`config.mk`:
```
export PLATFORM = sky130hd
export DESIGN_NAME = counter_sequencer
export DESIGN_NICKNAME = d
export VERILOG_FILES = /design/src/rtl/counter_sequencer_pkg.sv /design/src/rtl/count_core.sv /design/src/rtl/counter_sequencer.sv
export SDC_FILE = /design/constraint.sdc
export NUM_CORES = 1
export LEC_CHECK = 0
export CAP_MARGIN = 20
export CORE_ASPECT_RATIO = 1.75
export CORE_MARGIN = 3
export CORE_UTILIZATION = 30
export CTS_CLUSTER_DIAMETER = 80
export CTS_CLUSTER_SIZE = 25
export DETAILED_ROUTE_END_ITERATION = 8
export PLACE_DENSITY_LB_ADDON = 0.3
export SKIP_CTS_REPAIR_TIMING = 1
export SYNTH_ARGS = -nofsm -noshare
export SYNTH_HDL_FRONTEND = slang
export SYNTH_SLANG_ARGS = --single-unit
```
`constraint.sdc`:
```
create_clock -name CLK -period 1.8 [get_ports CLK]
set_clock_uncertainty 0.05 [all_clocks]
set_input_delay 0.27 -clock CLK [delete_from_list [all_inputs] [get_ports CLK]]
set_output_delay 0.27 -clock CLK [all_outputs]
set_load 0.03 [all_outputs]
```
`src/rtl/counter_sequencer_pkg.sv`:
```
// Shared definitions for the counter sequencer: the command op codes and the
// FSM state encoding. The sequencer top and the testbench both import this package.
package counter_sequencer_pkg;

  // Command op codes carried on cmd_op
  typedef enum logic [1:0] {
    OpStart  = 2'b00,
    OpPause  = 2'b01,
    OpResume = 2'b10,
    OpAbort  = 2'b11
  } cmd_op_e;

  // Sequencer FSM states
  typedef enum logic [1:0] {
    StIdle  = 2'b00,
    StRun   = 2'b01,
    StPause = 2'b10,
    StDone  = 2'b11
  } state_e;

endpackage

```
`src/rtl/count_core.sv`:
```
// count_core: WIDTH-bit up counter datapath driven by the sequencer FSM.
// Ports:
//   CLK   - clock; state updates on the rising edge
//   Reset - synchronous active-high reset, clears the count
//   clr   - synchronous clear; takes priority over en
//   en    - increment enable
//   q     - current count
module count_core #(
  parameter int unsigned WIDTH = 7
) (
  input  logic             CLK,
  input  logic             Reset,
  input  logic             clr,
  input  logic             en,
  output logic [WIDTH-1:0] q
);

  logic [WIDTH-1:0] count_q, count_d;

  always_comb begin
    count_d = count_q;
    if (clr) begin
      count_d = '0;
    end else if (en) begin
      count_d = count_q + WIDTH'(1);
    end
  end

  always_ff @(posedge CLK) begin
    if (Reset) begin
      count_q <= '0;
    end else begin
      count_q <= count_d;
    end
  end

  assign q = count_q;

endmodule

```
`src/rtl/counter_sequencer.sv`:
```
// counter_sequencer: command-driven controller for a WIDTH-bit up counter.
// Accepts START/PAUSE/RESUME/ABORT over valid/ready, runs the counter from 0 to a
// programmable limit in one-shot or auto-reload mode, and reports status.
// Ports:
//   CLK            - clock
//   Reset          - synchronous active-high reset; overrides all other inputs
//   cmd_valid      - command present
//   cmd_ready      - low only in the DONE state
//   cmd_op         - 00 START, 01 PAUSE, 10 RESUME, 11 ABORT
//   cmd_limit      - terminal count, sampled on START
//   cmd_autoreload - auto-reload mode, sampled on START
//   q              - current count
//   busy           - state is RUN or PAUSE
//   paused         - state is PAUSE
//   done           - one-cycle terminal-count pulse
//   reloads        - auto-reload wraps since last START, saturating
module counter_sequencer
  import counter_sequencer_pkg::*;
#(
  parameter int unsigned WIDTH = 7,
  parameter int unsigned RLD_W = 4
) (
  input  logic             CLK,
  input  logic             Reset,
  input  logic             cmd_valid,
  output logic             cmd_ready,
  input  logic [1:0]       cmd_op,
  input  logic [WIDTH-1:0] cmd_limit,
  input  logic             cmd_autoreload,
  output logic [WIDTH-1:0] q,
  output logic             busy,
  output logic             paused,
  output logic             done,
  output logic [RLD_W-1:0] reloads
);

  state_e           state_q, state_d;
  logic [WIDTH-1:0] limit_q, limit_d;
  logic             auto_q, auto_d;
  logic [RLD_W-1:0] reloads_q, reloads_d;
  logic             done_q, done_d;

  logic             clr, en;
  logic             accept;
  cmd_op_e          op;

  count_core #(
    .WIDTH (WIDTH)
  ) u_count_core (
    .CLK   (CLK),
    .Reset (Reset),
    .clr   (clr),
    .en    (en),
    .q     (q)
  );

  assign op     = cmd_op_e'(cmd_op);
  assign accept = cmd_valid & cmd_ready;

  always_comb begin
    state_d   = state_q;
    limit_d   = limit_q;
    auto_d    = auto_q;
    reloads_d = reloads_q;
    done_d    = 1'b0;
    clr       = 1'b0;
    en        = 1'b0;

    unique case (state_q)
      StIdle: begin
        if (accept && op == OpStart) begin
          limit_d   = cmd_limit;
          auto_d    = cmd_autoreload;
          reloads_d = '0;
          clr       = 1'b1;
          state_d   = StRun;
        end else if (accept && op == OpAbort) begin
          clr = 1'b1;
        end
      end

      StRun: begin
        // An accepted command (other than RESUME) pre-empts the terminal-count step
        if (accept && op == OpStart) begin
          limit_d   = cmd_limit;
          auto_d    = cmd_autoreload;
          reloads_d = '0;
          clr       = 1'b1;
        end else if (accept && op == OpPause) begin
          state_d = StPause;
        end else if (accept && op == OpAbort) begin
          clr     = 1'b1;
          state_d = StIdle;
        end else if (q != limit_q) begin
          en = 1'b1;
        end else if (auto_q) begin
          clr    = 1'b1;
          done_d = 1'b1;
          if (reloads_q != {RLD_W{1'b1}}) begin
            reloads_d = reloads_q + RLD_W'(1);
          end
        end else begin
          done_d  = 1'b1;
          state_d = StDone;
        end
      end

      StPause: begin
        if (accept && op == OpStart) begin
          limit_d   = cmd_limit;
          auto_d    = cmd_autoreload;
          reloads_d = '0;
          clr       = 1'b1;
          state_d   = StRun;
        end else if (accept && op == OpResume) begin
          state_d = StRun;
        end else if (accept && op == OpAbort) begin
          clr     = 1'b1;
          state_d = StIdle;
        end
      end

      StDone: begin
        state_d = StIdle;
      end

      default: begin
        state_d = StIdle;
      end
    endcase
  end

  always_ff @(posedge CLK) begin
    if (Reset) begin
      state_q   <= StIdle;
      limit_q   <= '0;
      auto_q    <= 1'b0;
      reloads_q <= '0;
      done_q    <= 1'b0;
    end else begin
      state_q   <= state_d;
      limit_q   <= limit_d;
      auto_q    <= auto_d;
      reloads_q <= reloads_d;
      done_q    <= done_d;
    end
  end

  // Outputs are registers or pure decodes of the state register
  assign cmd_ready = (state_q != StDone);
  assign busy      = (state_q == StRun) || (state_q == StPause);
  assign paused    = (state_q == StPause);
  assign done      = done_q;
  assign reloads   = reloads_q;

endmodule

```
=== Word level (Yosys, flattened, before mapping) ===
Index checks and enable logic that the tools add are counted.

* $add $sub $neg: 2
* Equality and inequality tests: 20
* Mux-type cells: 34
* Bitwise logic cells: 2
* Reductions and logical operators: 15

{| class="wikitable"
|+ Operators by type and width
! kind !! number
|-
| $mux 4 || 7
|-
| $mux 2 || 9
|-
| $mux 1 || 15
|-
| $ne 3x3->1 const B || 5
|-
| $ne 4x4->1 const B || 3
|-
| $eq 2x2->1 const B || 4
|-
| $pmux 2 s4 || 1
|-
| $pmux 4 s2 || 1
|-
| $add 7x1->7 const B || 1
|-
| $ne 7x7->1 || 1
|-
| $reduce_and 7->1 || 1
|-
| $ne 2x2->1 const B || 3
|-
| $reduce_and 5->1 || 1
|-
| $reduce_or 5->1 || 1
|-
| $add 4x1->4 const B || 1
|-
| $eq 2x1->1 const B || 2
|-
| $logic_and 1x1->1 || 4
|-
| $logic_not 2->1 || 2
|-
| $ne 4x1->1 const B || 1
|-
| $reduce_or 2->1 || 2
|-
| $pmux 1 s3 || 1
|-
| $reduce_or 3->1 || 1
|-
| $ne 2x1->1 const B || 1
|-
| $reduce_and 2->1 || 1
|-
| other kinds (4) || 4
|}

* Register bits: 22
* Bits of input ports: 13
* Output and inout bits: 15
* Logic and storage cells: 79

=== Longest topological paths before layout ===
Gate-level depths: netlist of the first run.

* Depth in word-level cells: 8
* Depth in mapped cells: 8
* Mapped depth without buffers: 7

=== Modules after synthesis ===
Synthesis of the first run repeated with hierarchy kept, for this count alone.

* Cell total of the unflattened synthesis: 151
* Area, all modules: 1201.2 um^2

{| class="wikitable"
|+ By module, submodules not included
! module !! times used !! cells each !! area each (um^2) !! sequential area each (um^2)
|-
| counter_sequencer || 1 || 120 || 918.4 || 300.3
|-
| count_core || 1 || 31 || 282.8 || 140.1
|}

=== Least setup slack after synthesis of the first run ===
OpenSTA, ideal clock, no wires.

* Kind: flip-flop to flip-flop
* Start point: register u_count_core.count_q[3], in the netlist u_count_core.q[3]
* End point: register reloads_q[3], in the netlist reloads[3]
* Library setup time: 70 ps
* Arrival: 1822 ps
* Data required time: 1680 ps
* Setup slack: -142 ps
* Stages on the path, launching flop included: 7
* Buffers on the path: 1
* Period minus slack after synthesis: 1942 ps
* Cell sequence: dfxtp_1 -> xor2_1 -> nor4_2 -> buf_4 -> o2111ai_1 -> a2111o_1 -> a21oi_1

* Cells in the longest elaborated chain, start to end: 3

{| class="wikitable"
|+ Ends and longest elaborated chain
! what !! RTL line !! text
|-
| start, declared || count_core.sv:18 || <nowiki>logic [WIDTH-1:0] count_q, count_d;</nowiki>
|-
| start signal, assigned || count_core.sv:33 || <nowiki>count_q <= count_d;</nowiki>
|-
| $ne 7x7->1 || counter_sequencer.sv:94 || <nowiki>end else if (q != limit_q) begin</nowiki>
|-
| $ne 3x3->1 (no source line) || -- ||
|-
| $reduce_and 7->1 (no source line) || -- ||
|-
| end signal, assigned || counter_sequencer.sv:144 || <nowiki>reloads_q <= reloads_d;</nowiki>
|-
| end, declared || counter_sequencer.sv:40 || <nowiki>logic [RLD_W-1:0] reloads_q, reloads_d;</nowiki>
|}

No other way between the ends.
A chain may end at the register's enable or synchronous reset.

=== Worst setup path after layout of the first run ===
* Start point: register state_q[0]
* End point: register state_q[0]

* Cells in the longest elaborated chain, start to end: 7
* Elaborated cells between the ends (all ways): 22
* Those cells by class: eq/ne (9); mux (6); bitwise (1); reduce/logical (6)

{| class="wikitable"
|+ Ends and longest elaborated chain
! what !! RTL line !! text
|-
| start, declared || counter_sequencer.sv:37 || <nowiki>state_e state_q, state_d;</nowiki>
|-
| start signal, assigned || counter_sequencer.sv:135 || <nowiki>state_q <= StIdle;</nowiki>
|-
| start signal, assigned || counter_sequencer.sv:141 || <nowiki>state_q <= state_d;</nowiki>
|-
| $ne 2x2->1 || counter_sequencer.sv:150 || <nowiki>assign cmd_ready = (state_q != StDone);</nowiki>
|-
| $and 1x1->1 || counter_sequencer.sv:58 || <nowiki>assign accept = cmd_valid & cmd_ready;</nowiki>
|-
| $logic_and 1x1->1 || counter_sequencer.sv:91, counter_sequencer.sv:117 ||
|-
| $mux 2 || counter_sequencer.sv:91 || <nowiki>end else if (accept && op == OpAbort) begin</nowiki>
|-
| $mux 2 || counter_sequencer.sv:89 || <nowiki>end else if (accept && op == OpPause) begin</nowiki>
|-
| $mux 2 || counter_sequencer.sv:84 || <nowiki>if (accept && op == OpStart) begin</nowiki>
|-
| $pmux 2 s4 || counter_sequencer.sv:69 || <nowiki>unique case (state_q)</nowiki>
|}

Parallel ways exist; a longest one is shown, timed or not. The select of a mux whose other input is x is not followed.

==> flow_summary.ini, run 1 <==
[grt]
grt_max_degree = 13
grt_overflow_total = 0
grt_pass1_vias = 1218
grt_pass1_wl_mm = 5.42
grt.total_usage = 0.144
antenna_found_initial = 0

[synthesis]
yosysTopAreaCell = dfxtp_1
synthTopCellsByArea = dfxtp_1, nand2_1, a21oi_1
netlist_instances = 158
synthArstFlopShare = 0
synthDistinctLibCells = 40
synth_edf_count = 0
synth_ff_type = dfxtp_1
ys_seq_area_frac = 0.348
synth-seq-cells = 22
syn-cell-area_sq_um = 1270
synthTopCellsByCount = dfxtp_1, nand2_1, a21oi_1
yosysWarnings = 0
synth.avg_cell_area_sq_um = 8.01
synth_top_area_frac = 0.348
synthesis.nets = 177

[floorplan]
design.die.area_sq_um = 5070
core_sq_um = 3980
io_pins = 28
fp-row-count = 30
die_w_um = 55.1
initial_utilization = 0.318
die_height_um = 91.9

[clock_network]
path_clk_slew_ps = 80
cts-root-buf = clkbuf_8
cts_buffers = 3
htreeDepth = 1
cts_tree = built
cts_buffer_depth = 2
worstSkewPairLatency_ps = 260
cts_sinks = 22

[final_layout]
n_fill_cell = 388
drive_gt1_frac = 0.333
nNetsFinal = 245
area_growth_pct = 68.9
n_antenna_cell = 0
final_util = 0.537

[placed_design]
io_buffer_count = 27
gp_congestion = 0.847
place_ws_ps = -301
dp_hpwl_mm = 2.58

[timing]
maxSlewViolCount = 0
finalCritPeriodShare = 1.00
tightest_slew_ps = 345
tns_ps = -6.83
slew-limit-headroom = 0.769
fin_ws_ps = -6.83
timing.fmax_mhz = 553
setup_violations = 1
rsz0062_at_grt = true
fin_crit_ps = 1810
hold_ws_ps = 418
hold_viol_final = 0

[run_status]
run_status = finished, violations left
failed_checks = setup timing

[min_path]
hold_class = reg -> reg

[detailed_routing]
first_pass_iters = 5
wl_per_cell_um = 13.3
ant_nets = 0
drt_iter0_drc = 19
via_per_inst = 4.96
vias = 1353
drcViolationCount = 0
wl_mm = 3.64

[job]
max-cap-violations = 0

[power]
ir_drop_mv = 0.519
finalPower_uw = 1680
pwr_density_cell_nw_per_um2 = 787
leakagePower_uw = 0.000896

[critical_path]
crit_path_end_kind = register
max_stage_delay_ps = 520
cpMaxStageDelayCell = or4_1
cp_max_fo = 5
crit_family = simple AND/OR/NAND/NOR gates
crit_buf_inv = 1
critPathKind = reg -> reg
start_kind = register
worst-endpoint-arrival_ps = 1930
crit_required_ps = 1920
crit_chain = ha_4 -> buf_6 -> nand3b_1 -> nand2_1 -> a31oi_2 -> or4_1 -> o31ai_1
## metrics by stage
step | std cells | area [sq um]
6_report | 273 | 2140
5_1_grt | 273 | 2140
4_1_cts | 263 | 1870
3_5_place_dp | 259 | 1820
3_3_place_gp | 259 | 1820
2_1_floorplan | 158 | 1270
## logic make-up (layout without fill, tap and decap cells)
group / count (synthesis) / count (layout) / synth area share
and+or+nand+nor: 66 / 66 / 0.270
AOI/OAI and AO/OA: 38 / 38 / 0.190
DFF: 22 / 22 / 0.348
buffers and inverters: 13 / 80 / 0.0425
xor gates and xnor gates: 12 / 12 / 0.0830
adders and majority gates: 6 / 6 / 0.0593
muxes: 1 / 1 / 0.00791
## area by class of cell
type | count | area, sq um | share of cell area
Multi-Input combinational cell | 123 | 932 | 0.436
Inverter | 7 | 26.3 | 0.0123
Timing Repair Buffer | 69 | 612 | 0.286
Sequential cell | 22 | 453 | 0.212
Clock buffer | 4 | 55.1 | 0.0257
Tap cell | 48 | 60.1 | 0.0281
## routing by layer
| layer | GRT usage | up-vias | wire length, um |
|---|---|---|---|
| met5 | 0 | - | 0 |
| met4 | 0.0649 | 0 | 103 |
| met3 | 0.0276 | 11 | 128 |
| met2 | 0.237 | 29 | 2000 |
| met1 | 0.170 | 621 | 1420 |
| li1 | - | 692 | - |
## report_power, final
part | switching (uW) | internal, uW | total, uW
clock network | 164 | 195 | 359
logic | 381 | 387 | 768
registers | 31.7 | 523 | 555
## sequential cells by signal (all words and copies together) (netlist names)
| signal | flops |
|---|---|
| limit_q | 7 |
| u_count_core.q | 7 |
| done | 1 |
| auto_q | 1 |
| state_q | 2 |
| reloads | 4 |
## layout by cell type, fill, tap and decap left out, types with 2 or more instances in the layout
master,n
buf_4,39
nand2_1,22
clkdlybuf4s50_1,21
a21oi_1,15
dfxtp_1,14
nor2_1,13
inv_1,7
xor2_1,7
dfxtp_2,7
dlymetal6s2s_1,6
nor3_1,5
xnor2_1,5
ha_4,4
clkbuf_8,4
nor3_4,3
nand3b_1,3
a211oi_1,3
buf_6,3
nor4_2,2
a21o_1,2
o31ai_1,2
o2111ai_1,2
nand4_1,2
nand2b_1,2
nand3_1,2
o32ai_1,2
ha_1,2
## path summary, 6_finish.rpt
| check | from | to | slack, ps | cells after the start |
|---|---|---|---|---|
| min | limit_q[1] | limit_q[1] | 420 | 2 |
| max | state_q[0] | state_q[0] | -7 | 7 |
| min reg2reg | limit_q[1] | limit_q[1] | 420 | 2 |
| max reg2reg | state_q[0] | state_q[0] | -7 | 7 |
## tightest hold or removal path, cell delays in order (launching register included)
cell and delay, ps:
dfxtp_1 320, nand2_1 50, a21oi_1 50
Power figures use the tool's default switching activity.
==> run 2: changes to the inputs <==
--- a/config.mk
+++ b/config.mk
@@ -7,7 +7,7 @@
 export LEC_CHECK = 0
 export CAP_MARGIN = 20
 export CORE_ASPECT_RATIO = 1.75
-export CORE_MARGIN = 3
+export CORE_MARGIN = 2
 export CORE_UTILIZATION = 30
 export CTS_CLUSTER_DIAMETER = 80
 export CTS_CLUSTER_SIZE = 25
==> run 2 against run 1 <==
Effect of this change: the flow now finishes without violations; first-iteration DRC count fell by 26%; hold slack better by 5.7 ps; maximum frequency grew 1.3%; total power down 6.8%; sequential power about the same; clock power barely moved; via count is 1.4% lower; critical endpoint unchanged; largest power group unchanged.
==> flow_summary.ini, run 2 (synthesis gave the netlist of run 1 again) <==
[clock_network]
cts_buffers = 3
cts_sinks = 22
htreeDepth = 1
worstSkewPairLatency_ps = 260
path_clk_slew_ps = 80
cts_buffer_depth = 2
cts_tree = built
cts-root-buf = clkbuf_8

[placed_design]
dp_hpwl_mm = 2.63
dp.cells = 252
post_dp_cell_area_sq_um = 1760
gp_congestion = 0.822
io_buffer_count = 27

[final_layout]
nNetsFinal = 231
area_growth_pct = 56.7
layout_commonest_cell = buf_4
n_fill_cell = 426
most-common-layout-cells = buf_4, nand2_1, clkdlybuf4s50_1
final_area_sq_um = 1980
stdcell_count = 260
n_antenna_cell = 0
ff_latch_area_sq_um = 455
drive_gt1_frac = 0.284
multi_input_area_sq_um = 893

[detailed_routing]
drcViolationCount = 0
vias = 1334
drt_iter0_drc = 14
via_per_inst = 5.13
wl_mm = 3.60
first_pass_iters = 4
wl_per_cell_um = 13.8
ant_nets = 0

[critical_path]
reg2reg_from = u_count_core.q[3]
crit_path_end_kind = register
r2r-end = state_q[0]
worst_setup_path_startpoint = u_count_core.q[3]
r2r_cells = 6
critPathKind = reg -> reg
crit_path_end = state_q[0]
worst-endpoint-arrival_ps = 1910
reg2reg_slack_ps = 20
crit_required_ps = 1930
cp_max_fo = 9
start_kind = register

[power]
ir_drop_mv = 0.519
leakagePower_uw = 0.000822
pwr_density_cell_nw_per_um2 = 790

[timing]
slew-limit-headroom = 0.782
fin_crit_ps = 1780
finalCritPeriodShare = 0.990
tightest_slew_ps = 325
timing.fmax_mhz = 561
hold_viol_final = 0
maxSlewViolCount = 0
tns_ps = 0
rsz0062_at_grt = true
setup_violations = 0

[floorplan]
design.die.area_sq_um = 4780
initial_utilization = 0.308
fp-row-count = 31
die_height_um = 89.9
core_sq_um = 4110
io_pins = 28
die_w_um = 53.1

[grt]
grt_max_degree = 15
grt.total_usage = 0.149
grt_pass1_vias = 1236
antenna_found_initial = 0
grt_pass1_wl_mm = 5.49
grt_overflow_total = 0

[min_path]
hold_class = reg -> reg
min_path_cells = 2

[run_status]
run_status = finished, final reports clean

[job]
max-cap-violations = 0
run 2: final cells by class:
cell class / count / area share
Timing Repair Buffer: 55 / 0.248
Tap cell: 49 / 0.0309
Clock buffer: 4 / 0.0277
Inverter: 7 / 0.0132
Multi-Input combinational cell: 123 / 0.450
Sequential cell: 22 / 0.230
run 2: how the worst min path moves through the flow:
stage / startpoint / end
after floorplan: cmd_limit[0] / limit_q[0]
after detailed placement: limit_q[1] / limit_q[1]
after global placement: limit_q[3] / limit_q[3]
final: limit_q[0] / limit_q[0]
after CTS: limit_q[2] / limit_q[2]
after global routing: limit_q[3] / limit_q[3]
run 2: critical path, stage by stage (launching register included):
cell and delay (ps):
dfxtp_2 330, xor2_1 160, nor4_2 260, buf_4 210, a31oi_2 120, or4_1 480
o31ai_1 70
run 2: through the flow:
step	hold slack [ps]	worst slack, ps	power, uW	utilization
global placement	407	-286	1110	0.428
finish	423	17.1	1570	0.483
detailed placement	414	-304	1110	0.428
CTS	426	-290	1460	0.441
floorplan	356	-30.1	870	-
global route	448	-64.0	1650	0.483
run 2: power breakdown:
part | internal (uW) | total [uW] | switching (uW)
combinational | 304 | 653 | 349
sequential | 522 | 556 | 33.9
clock | 195 | 359 | 164
run 2: metal layers:
layer	vias up	global-route usage	part of all wire
li1	664	-	-
met1	631	0.167	0.39
met2	33	0.273	0.57
met3	6	0.0150	0.027
met4	0	0.0577	0.020
met5	-	0	0
